### config.mk
export PLATFORM = sky130hd
export DESIGN_NAME = remote_comm
export DESIGN_NICKNAME = d
export VERILOG_FILES = /design/src/rtl/remote_comm_pkg.sv /design/src/rtl/remote_comm_uart.sv /design/src/rtl/remote_comm.sv
export SDC_FILE = /design/constraint.sdc
export NUM_CORES = 1
export LEC_CHECK = 0
export CAP_MARGIN = 5
export CORE_MARGIN = 2
export CORE_UTILIZATION = 56
export DETAILED_ROUTE_END_ITERATION = 7
export PLACE_DENSITY = 0.79
export SYNTH_ARGS = -nofsm -noshare
export SYNTH_HDL_FRONTEND = slang
export SYNTH_SLANG_ARGS = --single-unit
### constraint.sdc
create_clock -name clk -period 2.3 [get_ports clk]
set_input_delay 0.46 -clock clk [delete_from_list [all_inputs] [get_ports clk]]
set_output_delay 0.46 -clock clk [all_outputs]
set_load 0.005 [all_outputs]
### src/rtl/remote_comm_pkg.sv
// rtl/remote_comm_pkg.sv - shared constants and state types for the Knight link host
package remote_comm_pkg;
  localparam int         BAUD_DIV_DEF = 434;
  localparam logic [7:0] POS_ACK      = 8'hA5;

  typedef enum logic [1:0] {IDLE, HIGH, LOW} cmd_state_t;
  typedef enum logic       {TX_IDLE, TX_BUSY} tx_state_t;
  typedef enum logic       {RX_IDLE, RX_BUSY} rx_state_t;
endpackage

### src/rtl/remote_comm_uart.sv
// rtl/remote_comm_uart.sv - 8N1 UART transceiver with independent TX and RX paths
module uart
  import remote_comm_pkg::*;
#(
  parameter int BAUD_DIV = BAUD_DIV_DEF
) (
  input  logic       clk,
  input  logic       rst_n,
  input  logic       RX,
  output logic       TX,
  input  logic [7:0] tx_data,
  input  logic       trmt,
  output logic       tx_done,
  output logic [7:0] rx_data,
  output logic       rx_rdy,
  input  logic       clr_rx_rdy
);
  localparam int              BW        = (BAUD_DIV > 2) ? $clog2(BAUD_DIV) : 1;
  localparam logic [BW-1:0]   BAUD_LAST = BW'(BAUD_DIV - 1);
  localparam logic [BW-1:0]   HALF_LAST = BW'(BAUD_DIV / 2 - 1);

  tx_state_t     r_tx_state;
  logic [9:0]    r_tx_shift;
  logic [BW-1:0] r_tx_baud;
  logic [3:0]    r_tx_bit;
  logic          w_tx_bit_end;

  // TX is the LSB of a frame shifter that refills with ones, so idle is high for free
  assign w_tx_bit_end = (r_tx_baud == BAUD_LAST);
  assign tx_done      = (r_tx_state == TX_BUSY) && w_tx_bit_end && (r_tx_bit == 4'd9);
  assign TX           = r_tx_shift[0];

  always_ff @(posedge clk) begin
    if (!rst_n) begin
      r_tx_state <= TX_IDLE;
      r_tx_shift <= '1;
      r_tx_baud  <= '0;
      r_tx_bit   <= '0;
    end else if (trmt) begin
      r_tx_state <= TX_BUSY;
      r_tx_shift <= {1'b1, tx_data, 1'b0};
      r_tx_baud  <= '0;
      r_tx_bit   <= '0;
    end else if (r_tx_state == TX_BUSY) begin
      if (w_tx_bit_end) begin
        r_tx_baud  <= '0;
        r_tx_shift <= {1'b1, r_tx_shift[9:1]};
        if (r_tx_bit == 4'd9) r_tx_state <= TX_IDLE;
        else                  r_tx_bit   <= r_tx_bit + 4'd1;
      end else begin
        r_tx_baud <= r_tx_baud + 1'b1;
      end
    end
  end

  logic          r_rx_ff1, r_rx_ff2, r_rx_ff3;
  rx_state_t     r_rx_state;
  logic [BW-1:0] r_rx_baud;
  logic [3:0]    r_rx_bit;
  logic [7:0]    r_rx_shift;
  logic [7:0]    r_rx_data;
  logic          r_rx_rdy;
  logic          w_rx_start, w_rx_sample, w_rx_done;

  assign w_rx_start  = (r_rx_state == RX_IDLE) && r_rx_ff3 && !r_rx_ff2;
  assign w_rx_sample = (r_rx_state == RX_BUSY) &&
                       (r_rx_baud == ((r_rx_bit == 4'd0) ? HALF_LAST : BAUD_LAST));
  assign w_rx_done   = w_rx_sample && (r_rx_bit == 4'd9);
  assign rx_data     = r_rx_data;
  assign rx_rdy      = r_rx_rdy;

  always_ff @(posedge clk) begin
    if (!rst_n) begin
      r_rx_ff1 <= 1'b1;
      r_rx_ff2 <= 1'b1;
      r_rx_ff3 <= 1'b1;
    end else begin
      r_rx_ff1 <= RX;
      r_rx_ff2 <= r_rx_ff1;
      r_rx_ff3 <= r_rx_ff2;
    end
  end

  always_ff @(posedge clk) begin
    if (!rst_n) begin
      r_rx_state <= RX_IDLE;
      r_rx_baud  <= '0;
      r_rx_bit   <= '0;
      r_rx_shift <= '0;
      r_rx_data  <= '0;
      r_rx_rdy   <= 1'b0;
    end else begin
      if (w_rx_start) begin
        r_rx_state <= RX_BUSY;
        r_rx_baud  <= '0;
        r_rx_bit   <= '0;
      end else if (r_rx_state == RX_BUSY) begin
        if (w_rx_sample) begin
          r_rx_baud <= '0;
          // A start bit that is high at mid-bit was only a glitch
          if (r_rx_bit == 4'd0 && r_rx_ff2) begin
            r_rx_state <= RX_IDLE;
          end else if (r_rx_bit == 4'd9) begin
            r_rx_state <= RX_IDLE;
            r_rx_data  <= r_rx_shift;
          end else begin
            if (r_rx_bit != 4'd0) r_rx_shift <= {r_rx_ff2, r_rx_shift[7:1]};
            r_rx_bit <= r_rx_bit + 4'd1;
          end
        end else begin
          r_rx_baud <= r_rx_baud + 1'b1;
        end
      end
      if (w_rx_done)                     r_rx_rdy <= 1'b1;
      else if (w_rx_start || clr_rx_rdy) r_rx_rdy <= 1'b0;
    end
  end
endmodule

### src/rtl/remote_comm.sv
// rtl/remote_comm.sv - sends a 16-bit command as two UART bytes and reports responses
module remote_comm
  import remote_comm_pkg::*;
#(
  parameter int BAUD_DIV = BAUD_DIV_DEF
) (
  input  logic        clk,
  input  logic        rst_n,
  input  logic        RX,
  output logic        TX,
  input  logic [15:0] cmd,
  input  logic        snd_cmd,
  output logic        cmd_snt,
  output logic        resp_rdy,
  output logic [7:0]  resp
);
  cmd_state_t r_state;
  logic [7:0] r_low;
  logic       r_cmd_snt;
  logic       w_accept, w_trmt, w_tx_done;
  logic [7:0] w_tx_data;

  // trmt is combinational so the start bit leaves on the cycle after snd_cmd
  assign w_accept  = (r_state == IDLE) && snd_cmd;
  assign w_trmt    = w_accept || ((r_state == HIGH) && w_tx_done);
  assign w_tx_data = (r_state == IDLE) ? cmd[15:8] : r_low;
  assign cmd_snt   = r_cmd_snt;

  always_ff @(posedge clk) begin
    if (!rst_n) begin
      r_state   <= IDLE;
      r_low     <= '0;
      r_cmd_snt <= 1'b0;
    end else begin
      case (r_state)
        IDLE: if (snd_cmd) begin
          r_low     <= cmd[7:0];
          r_cmd_snt <= 1'b0;
          r_state   <= HIGH;
        end
        HIGH: if (w_tx_done) r_state <= LOW;
        LOW: if (w_tx_done) begin
          r_cmd_snt <= 1'b1;
          r_state   <= IDLE;
        end
        default: r_state <= IDLE;
      endcase
    end
  end

  uart #(.BAUD_DIV(BAUD_DIV)) u_uart (
    .clk        (clk),
    .rst_n      (rst_n),
    .RX         (RX),
    .TX         (TX),
    .tx_data    (w_tx_data),
    .trmt       (w_trmt),
    .tx_done    (w_tx_done),
    .rx_data    (resp),
    .rx_rdy     (resp_rdy),
    .clr_rx_rdy (w_accept)
  );
endmodule

==> key figures <==
Route
  – Detailed-route via count: approximately 2700
  – ANT nets after route: 0
  – Initial DRC count: 172
  – Drt drc: 0
  – Routed wire length: 6420 um
  – Drt via density: 5.73
  – Routed WL per cell: roughly 14 um
  – Drt pass-1 iters: 4

Synth
  – Ys Warns: 0
  – Cell taking the most area after synthesis: dfxtp_1
  – EDFF count, synth: 0
  – Synth Register Bits: 68
  – Seq/Total Area, Yosys: 0.440
  – Ys flop type: dfxtp_1
  – FFs w/ async S/R, synth: 0
  – Cells after synthesis: about 360
  – Yosys top cell area share: 0.440
  – Synth Net Count: 385
  – Post-Syn Area: 0.00309 mm^2
  – Syn avg cell area: around 8.7 um^2
  – Yosys cell types: 42
  – Ranking of synthesized cells by area: dfxtp_1 44%, a21oi_1 5.3%, nand2_1 5.2%, mux2i_1 4.9%, nand3_1 3.9%

Placement
  – Post-DP Area: around 0.0035 mm^2
  – Buffers on Ports: 30
  – Gpl congestion: between 0.8 and 0.9
  – DP HPWL: ~4500 um
  – Post-Place Cells: 447

Run
  – Max Cap Violations: 0

Finish
  – Commonest cells after routing, fill and taps aside: 68 x dfxtp_1, 43 x nand2_1, 33 x a21oi_1
  – Area growth syn-to-layout: 20.4%
  – Final Instance Area: between 0.003 and 0.004 mm^2
  – Share of layout cells above drive strength 1: 0.0665
  – Most common cell after layout, fill and taps aside: dfxtp_1
  – Final Util: 0.689
  – Final-stage net count: around 410
  – Final std cells w/o fill: 463
  – Filler cells: 428
  – # diodes: 0

STA
  – Worst Max-Slew Pin Slew: 0.680 ns
  – Slew headroom: 0.542
  – Finish-stage setup viols: 0
  – Min cycle time layout: roughly 2 ns
  – RSZ-0062 raised after global routing: no
  – Setup tns final: 0 ns
  – Clk_skew: about 0.013 ns
  – Tcrit/Tclk final: 0.867
  – Achievable frequency: between 0.5 and 0.6 GHz
  – Fin. Hold Viols: 0
  – Fin. max-slew vios: 0

Global routing
  – Total grt overflow: 0
  – Total track usage: 0.224
  – Initial antenna violation count: 0
  – Global-route wire length before repair: roughly 11000 um
  – Largest net degree at the start of global routing: 19
  – Vias in the first global route: 2509

Pwr
  – Pwr dens: just over 700 mW/mm^2
  – Pleak: 1.34 nW
  – VDD IR max: 0.589 mV

Die
  – Die Ht: approximately 78 um
  – Initial Util: 0.572
  – Die ar.: around 0.006 mm^2
  – Die X: 78.3 um
  – Core ar.: between 0.005 and 0.006 mm^2
  – IO Count: 31
  – Core Rows: 27

Worst setup path
  – Crit-path cells: ha_1 > and4_1 > nand3_4 > or4b_1 > a21oi_1
  – Crit-path max cell delay: 0.58 ns
  – Startpoint types: flop
  – Critical path peak fanout: 16
  – WP data required: around 2.6 ns
  – CP Buf/Inv Count: 0
  – CP delay by family, top: simple AND/OR/NAND/NOR gates
  – Slowest stage cell, crit path: or4b_1
  – Critical Path AT: 2.28 ns
  – CP Capture Type: flop
  – Critical path class: flop to flop

Clock tree
  – Post-CTS Setup Bufs: 0
  – Clock Latency Late Sink: roughly 0.35 ns
  – Post_cts resized: 0
  – Worst-path clk slew: about 0.08 ns
  – Clock Sinks: a little under 70
  – # hold bufs at CTS: 0
  – CTS root buf: clkbuf_8
  – CTS Buffer Depth: 2
  – CTS Buf Count: 9
  – H-tree depth: 3
  – CTS tree: yes

Outcome
  – Status: finished clean

Hold path
  – Min-delay worst type: flop to flop
-- where the power goes --
group          switching, mW  leakage (nW)  internal [mW]
clock                  0.474         0.134          0.837
sequential            0.0254         0.552           1.21
combinational         0.0722         0.651         0.0732
total                  0.571          1.34           2.12
-- final cells by class --
class	instances	area, um^2	area share
clock buffer	9	124	0.0333
clock inverter	7	146	0.0393
inverter	9	33.8	0.00907
multi-input combinational	263	1630	0.438
sequential	68	1360	0.366
tap	72	90.1	0.0242
timing repair buffer	35	338	0.0907
-- kinds of logic (layout without fill, tap and decap cells) --
group	after synthesis	in the layout	share of synthesized area
buf+inv	26	60	0.0328
compound gates	76	76	0.142
simple gates	148	148	0.259
flops	68	68	0.440
fa+ha+maj	8	8	0.0324
xor+xnor	16	16	0.0453
mux	15	15	0.0485
-- flip-flops by register name (all words and copies together) (netlist names), 2 cells and up --
signal / count
u_uart.r_rx_baud: 9
r_low: 8
u_uart.r_tx_shift: 9
r_state: 2
u_uart.r_rx_bit: 4
u_uart.r_rx_shift: 8
u_uart.r_tx_baud: 9
u_uart.r_tx_bit: 4
u_uart.rx_data: 8
-- routing by layer --
layer,up-vias,global-route usage,routed length (um),part of all wire
met2,70,0.363,3100,0.48
met5,-,0,0,0
met4,0,0.105,135,0.021
li1,1331,-,-,-
met3,14,0.0483,250,0.039
met1,1238,0.287,2930,0.46
-- Yosys cell counts (3+ instances only) --
| cell type | count |
|---|---|
| ha_1 | 8 |
| and4_1 | 3 |
| xnor2_1 | 6 |
| a211oi_1 | 8 |
| xor2_1 | 10 |
| nand3b_1 | 4 |
| nand4_1 | 8 |
| and3b_1 | 3 |
| dfxtp_1 | 68 |
| nor3_1 | 11 |
| nand2b_1 | 4 |
| mux2i_1 | 15 |
| and3_1 | 4 |
| a21oi_1 | 33 |
| clkbuf_1 | 14 |
| buf_2 | 3 |
| o21ai_0 | 22 |
| nand2_1 | 43 |
| nor2_1 | 19 |
| a22oi_1 | 7 |
| nand3_1 | 24 |
| inv_1 | 9 |
| nor2b_1 | 8 |
-- through the flow --
stage	total power, mW	hold WS (ns)	worst slack [ns]
after global placement	1.40	0.399	0.370
after floorplan	1.34	0.386	0.524
after CTS	2.71	0.416	0.297
after global routing	2.78	0.448	0.170
after detailed placement	1.40	0.396	0.321
final	2.69	0.415	0.306
-- path summary, 6_finish.rpt --
kind	from	end	slack [ns]	cells after the start
setup / recovery	u_uart.r_tx_baud[0]	cmd_snt	0.31	5
hold / removal	u_uart.r_rx_ff1	u_uart.r_rx_ff2	0.42	1
setup reg to reg	u_uart.r_tx_baud[0]	cmd_snt	0.31	5
hold reg to reg	u_uart.r_rx_ff1	u_uart.r_rx_ff2	0.42	1
(Power assumes the default switching activity.)
